$ cat src/rtl/dff_pipe_sync_reset_pkg.sv
// Shared constants and helpers for the registered delay-line family.
// Imported by the pipeline top and its per-stage register.
package dff_pipe_sync_reset_pkg;

    localparam bit DFF_RESET_ACTIVE_HIGH = 1'b1;

    // Counter width able to hold 0..depth inclusive.
    function automatic int occ_width(input int depth);
        return (depth < 1) ? 1 : $clog2(depth + 1);
    endfunction

endpackage

$ cat src/rtl/dff_sync_reset_en.sv
// WIDTH-bit register with synchronous reset to RESET_VALUE and a load enable.
// One instance per pipeline stage holds that stage's data.
module dff_sync_reset_en
    import dff_pipe_sync_reset_pkg::*;
#(
    parameter int               WIDTH       = 8,
    parameter logic [WIDTH-1:0] RESET_VALUE = {WIDTH{1'b0}}
) (
    input  logic             clk,
    input  logic             reset,
    input  logic             en,
    input  logic [WIDTH-1:0] d,
    output logic [WIDTH-1:0] q
);

    logic [WIDTH-1:0] r_q;

    always_ff @(posedge clk) begin
        if (reset == DFF_RESET_ACTIVE_HIGH) begin
            r_q <= RESET_VALUE;
        end else if (en) begin
            r_q <= d;
        end
    end

    assign q = r_q;

endmodule

$ cat src/rtl/dff_pipe_sync_reset.sv
// WIDTH x DEPTH enable-gated register pipeline with per-stage valid bits,
// synchronous flush and an occupancy counter that tracks popcount(valid).
module dff_pipe_sync_reset
    import dff_pipe_sync_reset_pkg::*;
#(
    parameter int               WIDTH       = 8,
    parameter int               DEPTH       = 2,
    parameter logic [WIDTH-1:0] RESET_VALUE = {WIDTH{1'b0}},
    localparam int              OCC_W       = occ_width(DEPTH)
) (
    input  logic             clk,
    input  logic             reset,
    input  logic             en,
    input  logic             flush,
    input  logic             in_valid,
    input  logic [WIDTH-1:0] in_data,
    output logic             out_valid,
    output logic [WIDTH-1:0] out_data,
    output logic [OCC_W-1:0] occupancy
);

    if (WIDTH < 1 || DEPTH < 1) begin : g_bad_param
        $error("dff_pipe_sync_reset: WIDTH and DEPTH must both be >= 1");
    end

    logic                         w_rst;
    logic                         w_adv;
    logic [DEPTH-1:0]             w_ld;
    logic [DEPTH-1:0]             w_v_nxt;
    logic [DEPTH-1:0][WIDTH-1:0]  w_d;
    logic [DEPTH-1:0][WIDTH-1:0]  w_q;
    logic [DEPTH-1:0]             r_v;
    logic [OCC_W-1:0]             r_occ;

    assign w_rst = (reset == DFF_RESET_ACTIVE_HIGH);
    assign w_adv = en && !flush;

    // A stage only loads when a valid beat moves into it, so bubbles leave
    // the data flops untouched.
    for (genvar k = 0; k < DEPTH; k++) begin : g_stage
        if (k == 0) begin : g_head
            assign w_ld[k] = w_adv && in_valid;
            assign w_d[k]  = in_data;
        end else begin : g_body
            assign w_ld[k] = w_adv && r_v[k-1];
            assign w_d[k]  = w_q[k-1];
        end

        dff_sync_reset_en #(
            .WIDTH       (WIDTH),
            .RESET_VALUE (RESET_VALUE)
        ) u_reg (
            .clk   (clk),
            .reset (reset),
            .en    (w_ld[k]),
            .d     (w_d[k]),
            .q     (w_q[k])
        );
    end

    always_comb begin
        w_v_nxt    = r_v << 1;
        w_v_nxt[0] = in_valid;
    end

    always_ff @(posedge clk) begin
        if (w_rst) begin
            r_v   <= '0;
            r_occ <= '0;
        end else if (flush) begin
            r_v   <= '0;
            r_occ <= '0;
        end else if (en) begin
            r_v   <= w_v_nxt;
            r_occ <= r_occ + OCC_W'(in_valid) - OCC_W'(r_v[DEPTH-1]);
        end
    end

    assign out_valid = r_v[DEPTH-1];
    assign out_data  = r_v[DEPTH-1] ? w_q[DEPTH-1] : RESET_VALUE;
    assign occupancy = r_occ;

endmodule
$ cat config.mk
export PLATFORM = sky130hd
export DESIGN_NAME = dff_pipe_sync_reset
export DESIGN_NICKNAME = d
export VERILOG_FILES = /design/src/rtl/dff_pipe_sync_reset_pkg.sv /design/src/rtl/dff_sync_reset_en.sv /design/src/rtl/dff_pipe_sync_reset.sv
export SDC_FILE = /design/constraint.sdc
export NUM_CORES = 1
export LEC_CHECK = 0
export ABC_CLOCK_PERIOD_IN_PS = 3250
export CORE_MARGIN = 2
export CORE_UTILIZATION = 40
export DETAILED_ROUTE_END_ITERATION = 6
export HOLD_SLACK_MARGIN = 0.1
export PLACE_DENSITY = 0.75
export REMOVE_ABC_BUFFERS = 1
export SLEW_MARGIN = 40
export SYNTH_ARGS = -nofsm -noshare
export SYNTH_HDL_FRONTEND = slang
export SYNTH_SLANG_ARGS = --single-unit
$ cat constraint.sdc
create_clock -name clk -period 3.25 [get_ports clk]
set_clock_uncertainty 0.15 [all_clocks]
set_input_delay 0.325 -clock clk [delete_from_list [all_inputs] [get_ports clk]]
set_output_delay 0.325 -clock clk [all_outputs]
set_load 0.1 [all_outputs]
Word-level counts from Yosys, hierarchy flattened
Cells that the tools add are included.
{"block": "totals", "ff_bits": 20, "inputBits": 13, "out_inout_bits": 11, "word_cells": 12}
{"block": "classes", "n_addsub": 2, "muxes": 1, "reduce_logical": 5}
{"op": "2-to-1 mux 8 bit", "count": 1}
{"op": "logical AND 1 bit", "count": 3}
{"op": "adder 2 x 1 -> 2 bit", "count": 1}
{"op": "OR reduction 2 bit", "count": 1}
{"op": "subtractor 2 x 1 -> 2 bit", "count": 1}
{"op": "zero test 1 bit", "count": 1}

Longest topological paths before layout
Gate-level depths: netlist of the first run.
{"block": "depth", "depth_word": 3, "depth_mapped": 7, "mapped_depth_nobuf": 7}

Hierarchy
A second synthesis of the first run with hierarchy kept.
{"block": "unflattened", "hier_cells": 84, "area_unflattened_um2": 823.3}
{"module": "dff_sync_reset_en", "instances": 2, "cells_each": 26, "area_each_um2": 285.3, "seq_area_each_um2": 160.2}
{"module": "dff_pipe_sync_reset", "instances": 1, "cells_each": 32, "area_each_um2": 252.7, "seq_area_each_um2": 80.1}

Least setup slack after synthesis of the first run
OpenSTA, ideal clock, no wires.
{"block": "synth_timing", "path_kind": "register to output", "startpoint": "reg r_v[1]", "endpoint": "out out_data[1]", "t_arrival_ns": 1.907, "t_required_ns": 2.775, "slack_ns": 0.868, "path_stages_with_launch": 2, "n_path_buf": 0, "path_cell_list": "dfxtp_1 > and2_1"}
{"block": "synth_via", "elab_chain_cells": 1}
{"element": "start, declared", "line_no": "dff_pipe_sync_reset.sv:32", "text": "logic [DEPTH-1:0] r_v;"}
{"element": "start signal, assigned", "line_no": "dff_pipe_sync_reset.sv:74", "text": "r_v <= w_v_nxt;"}
{"element": "2-to-1 mux 8 bit", "line_no": "dff_pipe_sync_reset.sv:80", "text": "assign out_data = r_v[DEPTH-1] ? w_q[DEPTH-1] : RESET_VALUE;"}
{"element": "end, declared", "line_no": "dff_pipe_sync_reset.sv:18", "text": "output logic [WIDTH-1:0] out_data,"}
Every way passes these cells.

Final worst setup path of the first run
{"block": "layout_timing", "startpoint": "reg r_v[1]", "endpoint": "reg r_occ[1] (netlist: occupancy[1])"}
{"block": "layout_via", "elab_chain_cells": 1}
{"element": "subtractor 2 x 1 -> 2 bit", "line_no": "dff_pipe_sync_reset.sv:75", "text": "r_occ <= r_occ + OCC_W'(in_valid) - OCC_W'(r_v[DEPTH-1]);"}
{"element": "end signal, assigned", "line_no": "dff_pipe_sync_reset.sv:75"}
{"element": "end, declared", "line_no": "dff_pipe_sync_reset.sv:33", "text": "logic [OCC_W-1:0] r_occ;"}
Every way passes these cells.
A chain may end at the register's enable or synchronous reset.

==> results of run 1 <==
-- worst paths after layout --
kind / start / end / slack [ns] / depth (start not counted)
worst max-delay path: r_v[1]$_SDFFE_PP0P_ / occupancy[1]$_SDFFE_PP0P_ / 1.33 / 6
worst min-delay path: g_stage[1].u_reg.q[0]$_SDFFE_PP0P_ / g_stage[1].u_reg.q[0]$_SDFFE_PP0P_ / 0.35 / 2
worst max register to register: r_v[1]$_SDFFE_PP0P_ / occupancy[1]$_SDFFE_PP0P_ / 1.33 / 6
worst min register to register: g_stage[1].u_reg.q[0]$_SDFFE_PP0P_ / g_stage[1].u_reg.q[0]$_SDFFE_PP0P_ / 0.35 / 2
-- worst max-delay path, delay by kind of cell (launching register included) --
family | cells | cell delay, ns
DFF | 1 | 0.58
adders and majority gates | 2 | 0.45
AOI/OAI and AO/OA | 2 | 0.32
xor gates and xnor gates | 1 | 0.26
buffers and inverters | 1 | 0.05
-- synthesized netlist by cell type --
cell type  instances
inv_1              3
a2111oi_2          1
ha_1               2
mux2i_1           19
nand3b_1           2
buf_6              2
xor2_1             1
and2_1             8
buf_4              1
nor3_1             4
dfxtp_1           20
a31o_1             1
buf_2              2
nor2_1            16
-- layer usage --
| layer | global-route usage | part of all wire | vias up |
|---|---|---|---|
| met5 | 0 | 0 | - |
| met3 | 0.03333 | 0.054 | 0 |
| li1 | - | - | 314 |
| met2 | 0.2111 | 0.45 | 17 |
| met4 | 0.02778 | 0 | 0 |
| met1 | 0.1607 | 0.50 | 287 |
-- layout make-up --
type	count	area [um^2]
fill	174	909.6
clock buffer	4	36.28
inverter	3	11.26
sequential	20	400.4
tap	27	33.78
timing repair buffer	23	197.7
multi-input combinational	54	392.9
-- logic make-up after synthesis --
| family | after synthesis | synth area share |
|---|---|---|
| AO/OA/AOI/OAI | 2 | 0.02814 |
| XOR/XNOR | 1 | 0.01037 |
| adder cells (fa/ha/maj) | 2 | 0.02962 |
| buffers and inverters | 8 | 0.06074 |
| flip-flops | 20 | 0.4741 |
| multiplexers | 19 | 0.2252 |
| AND/OR/NAND/NOR | 30 | 0.1719 |
-- through the flow --
step,hold slack [ns],setup slack (ns),cell area [um^2],utilization
6_report,0.3469,1.327,1072,0.5410
5_1_grt,0.3820,1.230,1072,0.5410
4_1_cts,0.3541,1.333,1072,0.5410
3_5_place_dp,0.3273,1.115,1036,0.5227
3_3_place_gp,0.3197,1.148,1046,0.5278
2_1_floorplan,0.2474,0.8681,804.5,-
-- flip-flops by register name, summed over array words and instances (netlist names) --
| register | flops |
|---|---|
| g_stage.u_reg.q | 16 |
| occupancy | 2 |
| r_v | 2 |
-- power by group through the flow --
stage	combinational (mW)	sequential [mW]	clock, mW
after detailed placement	0.0424	0.258	0
after floorplan	0.0137	0.262	0
after global routing	0.0464	0.253	0.151
after CTS	0.0428	0.252	0.140
final	0.0425	0.252	0.136
after global placement	0.0422	0.258	0
==> qor.yml, run 1 <==
fin_nets: 120
powerDensity_nw_per_um2: 401.7
max-slew-margin-rel: 0.5053
drt_pass1_iterations: 2
final_antenna_net_count: 0
io_buffers: 23
wl_um: 1501
crit_top_cell: "ha_1"
die_h_um: 49.95
ys_warn_count: 0
setup_violations: 0
globalplace.congestion: 0.6832
worstSkewPairLatency_ns: 0.29
peakVddDrop_v: 0.0002115
power.leakage_nw: 0.5527
outcome: "finished, final reports clean"
cp.required_ns: 3.28
first_iter_violations: 5
syn_area_per_cell_um2: 10.30
min_period_over_period: 0.5918
die_w_um: 49.95
layout_commonest_cell: "dfxtp_1"
period_minus_slack_ns: 1.923
ys_ff_latch: 20
cts_inserted_buffers: 3
root_buffer: "clkbuf_4"
numClockSinks: 20
clockBufferDepth: 2
die-area_um2: 2495
detail_route.wl_per_cell_um: 11.46
antenna_found_initial: 0
fin_tns_setup_ns: 0
start_kind: "register"
end_kind: "register"
slowest_stage: "dfxtp_1"
post_route_cells_drive_above_1_share: 0.1538
worst_slew_pin_slew_ns: 0.7397
ctsHoldBuffers: 0
synth_top_area_cell: "dfxtp_1"
post_cts_buffers: 0
hold_viol: 0
grt_pass1_vias: 554
placementRows: 16
area_growth_pct: 26.96
internal-power_uw: 339.2
yosys.area.top_type_share: 0.4741
timing_worst_setup_path_type: "reg2reg"
clock.fmax_ghz: 0.5199
syn_area_um2: 844.6
ys_seq_area_frac: 0.4741
grt_max_degree: 22
netlist_top_cells_area: "dfxtp_1, mux2i_1, nor2_1"
pin_count: 24
h-tree-depth: 1
dp_hpwl_um: 1053
cts_tree: "built"
worstPathArrival_ns: 1.96
path_clk_slew_ns: 0.11
route.vias.total: 618
final_cell_mix: "dfxtp_1, mux2i_1, nor2_1"
cp_max_fo: 11
grt_use_total: 0.1259
total_power_uw: 430.8
diodes: 0
clkPwrFrac: 0.316
vias_per_cell: 4.718
synthDistinctLibCells: 14
grt_pass1_wl_um: 2470
netSwitchingFraction: 0.2126
power_frac_comb: 0.099
p_sw_uw: 91.58
netlist_instances: 82
hold_path_class: "reg2reg"
cts_repair_resize_count: 0
coreArea_um2: 1982
drcViolationCount: 0
start_util: 0.4261
crit_chain: "ha_1, inv_1, ha_1, xor2_1, a2111oi_2, a31o_1"
maxSlewViolCount: 0
rsz0062_at_grt: "no"
grt.overflow.total: 0
layout.cells.non_filler: 131
placed_cells_incl_taps: 127
max-cap-violations: 0
cp_slowest_stage_delay_ns: 0.58
share_seq_of_total_power: 0.586
Note: power is estimated with default switching activity, not from simulation.
==> inputs of run 2 (changes only) <==
- ABC_CLOCK_PERIOD_IN_PS: 3250 -> 1600
- PLACE_DENSITY: 0.75 -> 0.78
- clock period: 3.25 -> 1.6 ns (I/O delays scaled with it)
==> run 2 against run 1 <==
Net effect: the flow now finishes with violations (setup timing); first-iteration DRC count increased by 20%; sequential share of layout area decreased by 7.7 points; critical path depth increased by 1; flip-flop and latch count unchanged; design area increased by 27%; non-clock buffer count increased by 9; die area unchanged; via count increased by 10%; fmax increased by 17%; critical endpoint unchanged.
==> qor.yml, run 2 (synthesized netlist as in run 1, its figures left out) <==
outcome: "complete, but fails checks"
violations: "setup timing"
globalplace.congestion: 0.7567  # +11%
cts_inserted_buffers: 3  # unchanged
clockBufferDepth: 2  # unchanged
diodes: 0  # unchanged
cts_tree: "built"
end_kind: "register"
die-area_um2: 2495  # unchanged
layout_commonest_cell: "mux2i_1"
worstPathArrival_ns: 1.74  # -0.22 ns
antenna_found_initial: 0  # unchanged
detail_route.wl_per_cell_um: 13.01  # +14%
io_buffers: 23  # unchanged
vias_per_cell: 4.857  # +3.0%
hold_path_class: "in2reg"
worst_slew_pin_slew_ns: 0.3323  # -0.4074 ns
coreArea_um2: 1982  # unchanged
maxSlewViolCount: 0  # unchanged
min_period_over_period: 1.031  # +0.4397
grt_pass1_wl_um: 3132  # +27%
hold_viol: 0  # unchanged
start_kind: "register"
nFillCells: 144  # -17%
grt.overflow.total: 0  # unchanged
grt_pass1_vias: 707  # +28%
setup_ws_ns: -0.05039  # -1.377 ns
pin_count: 24  # unchanged
drt_pass1_iterations: 4  # +2
timing_worst_setup_path_type: "reg2reg"
grt_use_total: 0.1662  # +0.04037
final_cell_mix: "mux2i_1, dfxtp_1, nor2_1"
first_iter_violations: 6  # +1
total_power_uw: 911.7  # +110%
area_growth_pct: 60.74
rsz0062_at_grt: "yes"
cp.required_ns: 1.69  # -1.59 ns
largest_reg_flops: 16  # unchanged
die_h_um: 49.95  # unchanged
setup_violations: 1  # +1
powerDensity_nw_per_um2: 671.6  # +67%
die_w_um: 49.95  # unchanged
max-cap-violations: 0  # unchanged
h-tree-depth: 1  # unchanged
fin_tns_setup_ns: -0.05039  # -0.05039 ns
placementRows: 16  # unchanged
dp_hpwl_um: 1402  # +33%
power.leakage_nw: 0.6319  # +14%
root_buffer: "clkbuf_4"
wl_um: 1822  # +21%
peakVddDrop_v: 0.0005678  # +170%
start_util: 0.4261  # unchanged
path_clk_slew_ns: 0.11  # about the same
clock.fmax_ghz: 0.6059  # +17%
post_cts_buffers: 0  # unchanged
route.vias.total: 680  # +10%
post-place-ws_ns: -0.1511  # -1.266 ns
worstSkewPairLatency_ns: 0.29  # about the same
cp_max_fo: 2  # -9
period_minus_slack_ns: 1.650  # -0.2729 ns
max-slew-margin-rel: 0.7778  # +0.2725
drcViolationCount: 0  # unchanged
final_antenna_net_count: 0  # unchanged
ctsHoldBuffers: 0  # unchanged
grt_max_degree: 12  # -45%
fin_nets: 129  # +7.5%
numClockSinks: 20  # unchanged
post_route_cells_drive_above_1_share: 0.2832  # +0.1293
-- run 2: worst paths after layout --
path / startpoint / endpoint / slack, ns / cells after the start
max: occupancy[0]$_SDFFE_PP0P_ / occupancy[1]$_SDFFE_PP0P_ / -0.05 / 7
min: in_data[7] / g_stage[0].u_reg.q[7]$_SDFFE_PP0P_ / 0.32 / 3
max reg2reg: occupancy[0]$_SDFFE_PP0P_ / occupancy[1]$_SDFFE_PP0P_ / -0.05 / 7
min reg2reg: g_stage[1].u_reg.q[0]$_SDFFE_PP0P_ / g_stage[1].u_reg.q[0]$_SDFFE_PP0P_ / 0.35 / 2
-- run 2: power by group --
group	total (mW)	internal (mW)	leakage, nW	switching, mW
combinational	0.117	0.0638	0.448	0.0533
sequential	0.513	0.507	0.163	0.00545
clock	0.282	0.139	0.0210	0.143
total	0.912	0.710	0.632	0.202
-- run 2: through the flow --
stage | hold slack [ns] | area (um^2) | cells | utilization
2_1_floorplan | 0.08238 | 804.5 | 77 | -
3_3_place_gp | 0.3156 | 1259 | 136 | 0.6351
3_5_place_dp | 0.3321 | 1259 | 136 | 0.6351
4_1_cts | 0.3221 | 1329 | 140 | 0.6705
5_1_grt | 0.3376 | 1358 | 140 | 0.6850
6_report | 0.3229 | 1358 | 140 | 0.6850
-- run 2: area by class of cell --
cell class                 instances  area (um^2)  share of cell area
timing repair buffer              32        424.2              0.3124
multi-input combinational         54        449.2              0.3309
tap                               27        33.78             0.02488
inverter                           3        11.26            0.008295
clock buffer                       4        36.28             0.02673
sequential                        20        402.9              0.2968
-- run 2: timing repair --
action,4_1_cts,5_1_grt
gates resized for setup,7,4
setup endpoints to repair,1,9
pin swaps,3,2
-- run 2: routing by layer --
metal / vias to the layer above / GRT usage / part of all wire
met5: - / 0 / 0
met4: 0 / 0.07407 / 0.0055
met3: 2 / 0.04242 / 0.057
met2: 23 / 0.2733 / 0.52
met1: 319 / 0.2030 / 0.41
li1: 336 / - / -
-- run 2: worst max-delay path, cell delays in order, from the launching register on --
cell	delay (ns)
dfxtp_2	0.34
inv_2	0.04
ha_4	0.25
inv_2	0.04
ha_4	0.16
xor2_4	0.16
a2111oi_4	0.33
a31o_1	0.13
==> inputs of run 3 (changes only) <==
- ABC_CLOCK_PERIOD_IN_PS: 1600 -> 1430
- clock period: 1.6 -> 1.43 ns (I/O delays scaled with it)
==> run 3 against run 2 <==
Net effect: the flow still finishes with violations (setup timing); largest power group unchanged; total power increased by 12%; highest routed layer is now met3; non-clock buffer count increased by 3; clock power increased by 14%; worst hold slack got worse by 0.028 ns; worst setup slack got worse by 0.14 ns; fmax increased by 2.2%; register-to-register slack got worse by 0.14 ns; wire length increased by 9.8%; critical endpoint unchanged; sequential share of layout area decreased by 0.88 points.
==> qor.yml, run 3 (synthesized netlist as in run 1, its figures left out) <==
outcome: "complete, but fails checks"
violations: "setup timing"
cts_inserted_buffers: 3  # unchanged
nFillCells: 145  # +0.69%
cp_slowest_stage_delay_ns: 0.35  # about the same
post_route_cells_drive_above_1_share: 0.3707  # +0.08750
placementRows: 16  # unchanged
grt_pass1_wl_um: 3042  # -2.9%
grt_use_total: 0.1631  # -0.003185
detail_route.wl_per_cell_um: 13.99  # +7.5%
internal-power_uw: 793.7  # +12%
io_buffers: 23  # unchanged
worstPathArrival_ns: 1.71  # -0.03 ns
die_h_um: 49.95  # unchanged
area_growth_pct: 66.67
grt.overflow.total: 0  # unchanged
ctsHoldBuffers: 0  # unchanged
worstSkewPairLatency_ns: 0.29  # about the same
start_util: 0.4261  # unchanged
rsz0062_at_grt: "yes"
slowest_stage: "dfxtp_2"
hold_path_class: "in2reg"
power_frac_comb: 0.128  # about the same
dp_hpwl_um: 1414  # +0.86%
largest_reg_flops: 16  # unchanged
peakVddDrop_v: 0.0004878  # -14%
share_seq_of_total_power: 0.559  # -0.003
layout.cells.non_filler: 143  # +2.1%
timing_worst_setup_path_type: "reg2reg"
start_kind: "register"
wl_um: 2001  # +9.8%
drcViolationCount: 0  # unchanged
end_kind: "register"
crit_path_start: "occupancy[0]$_SDFFE_PP0P_"
h-tree-depth: 1  # unchanged
total_power_mw: 1.024  # +12%
r2r_end: "occupancy[1]$_SDFFE_PP0P_"
final_antenna_net_count: 0  # unchanged
diodes: 0  # unchanged
max-slew-margin-rel: 0.7995  # +0.02175
reg2reg_from: "occupancy[0]$_SDFFE_PP0P_"
antenna_found_initial: 0  # unchanged
grt_pass1_vias: 665  # -5.9%
p_sw_uw: 230.3  # +14%
cp_max_fo: 2  # unchanged
root_buffer: "clkbuf_4"
clock.fmax_ghz: 0.6190  # +2.2%
layout_commonest_cell: "mux2i_1"
grt_max_degree: 12  # unchanged
clockBufferDepth: 2  # unchanged
route.vias.total: 677  # -0.44%
ff2ff_setup_slack_ns: -0.19  # -0.14 ns
path_clk_slew_ns: 0.11  # about the same
cp-endpoint: "occupancy[1]$_SDFFE_PP0P_"
top_layer: "met3"
clkPwrFrac: 0.313  # +0.004
crit_chain: "inv_2, ha_4, inv_2, ha_4, xor2_2, a2111oi_2, a31o_1"
cp_top_family: "compound AO/OA/AOI/OAI gates"
placed_cells_incl_taps: 136  # unchanged
coreArea_um2: 1982  # unchanged
fin_nets: 132  # +2.3%
setup_ws_ns: -0.1855  # -0.1351 ns
pin_count: 24  # unchanged
drt_pass1_iterations: 4  # unchanged
crit_buf_inv: 2  # unchanged
numClockSinks: 20  # unchanged
dr_wl_met3_um: 71  # -31%
cp.required_ns: 1.53  # -0.16 ns
powerDensity_nw_per_um2: 727.4  # +8.3%
reg2reg_depth: 7  # unchanged
max-cap-violations: 0  # unchanged
worst_slew_pin_slew_ns: 0.2998  # -0.03253 ns
vias_per_cell: 4.734  # -2.5%
globalplace.congestion: 0.7637  # +0.93%
first_iter_violations: 14  # +8
min_period_over_period: 1.130  # +0.09824
period_minus_slack_ns: 1.616  # -0.03487 ns
worst-path-stages: 7  # unchanged
wl_met2_um: 1059  # +11%
die_w_um: 49.95  # unchanged
post-place-ws_ns: -0.2731  # -0.1220 ns
hold_viol: 0  # unchanged
power.leakage_nw: 0.6648  # +5.2%
holdWs_ns: 0.2954  # -0.02752 ns
maxSlewViolCount: 0  # unchanged
netSwitchingFraction: 0.2249  # +0.003138
die-area_um2: 2495  # unchanged
final_cell_mix: "mux2i_1, dfxtp_1, nor2_1"
cts_tree: "built"
setup_violations: 5  # +4
drt-met1-wl_um: 870  # +15%
run 3: cell types whose count changed in the layout (fill, tap and decap cells not counted):
cell	change
dfxtp_4	+1
xor2_2	+1
clkbuf_16	+1
buf_8	+1
buf_6	+1
xor2_4	-1
and2_1	-8
a2111oi_2	+1
and2_4	+8
dfxtp_2	-1
a2111oi_4	-1
run 3: cell type report:
type	count	area, um^2	area share
Inverter	3	11.26	0.008000
Tap cell	27	33.78	0.02400
Clock buffer	4	36.28	0.02578
Sequential cell	20	405.4	0.2880
Timing Repair Buffer	35	475.5	0.3378
Multi-Input combinational cell	54	445.4	0.3164
run 3: metal layers:
metal | up-vias | track usage
met5 | - | 0
met4 | 0 | 0.06944
met3 | 0 | 0.02121
met2 | 17 | 0.2711
met1 | 320 | 0.2105
li1 | 340 | -
run 3: per-stage QoR:
step           instance area, um^2    util  setup TNS [ns]
2_1_floorplan                804.5       -          -7.876
3_3_place_gp                  1259  0.6351         -0.5430
3_5_place_dp                  1259  0.6351         -0.8400
4_1_cts                       1339  0.6755         -0.2041
5_1_grt                       1408  0.7102         -0.9751
6_report                      1408  0.7102         -0.5399
run 3: tightest hold or removal path: stages:
cell and delay, ns:
clkdlybuf4s50_1 0.39, mux2i_1 0.12, nor2_1 0.05
run 3: what timing repair did:
| action | CTS | global route |
|---|---|---|
| resized for setup | 14 | 7 |
| cloned | 0 | 1 |
| buffers inserted | 1 | 1 |
| pin swaps | 1 | 3 |
| endpoints found under the setup margin | 9 | 10 |
run 3: power by group through the flow:
stage | combinational, mW | clock [mW] | sequential [mW]
2_1_floorplan | 0.0312 | 0 | 0.596
3_3_place_gp | 0.118 | 0 | 0.585
3_5_place_dp | 0.122 | 0 | 0.586
4_1_cts | 0.124 | 0.329 | 0.574
5_1_grt | 0.140 | 0.353 | 0.574
6_report | 0.131 | 0.321 | 0.572
run 3: how the worst min path moves through the flow:
stage                                             startpoint                                  to  slack, ns  cells after the start
after floorplan                                        reset  g_stage[0].u_reg.q[0]$_SDFFE_PP0P_       0.07                      1
final                                             in_data[0]  g_stage[0].u_reg.q[0]$_SDFFE_PP0P_       0.30                      3
after CTS                                         in_data[3]  g_stage[0].u_reg.q[3]$_SDFFE_PP0P_       0.29                      3
after global placement    g_stage[1].u_reg.q[6]$_SDFFE_PP0P_  g_stage[1].u_reg.q[6]$_SDFFE_PP0P_       0.32                      2
after detailed placement  g_stage[1].u_reg.q[7]$_SDFFE_PP0P_  g_stage[1].u_reg.q[7]$_SDFFE_PP0P_       0.33                      2
after global routing                              in_data[0]  g_stage[0].u_reg.q[0]$_SDFFE_PP0P_       0.28                      3
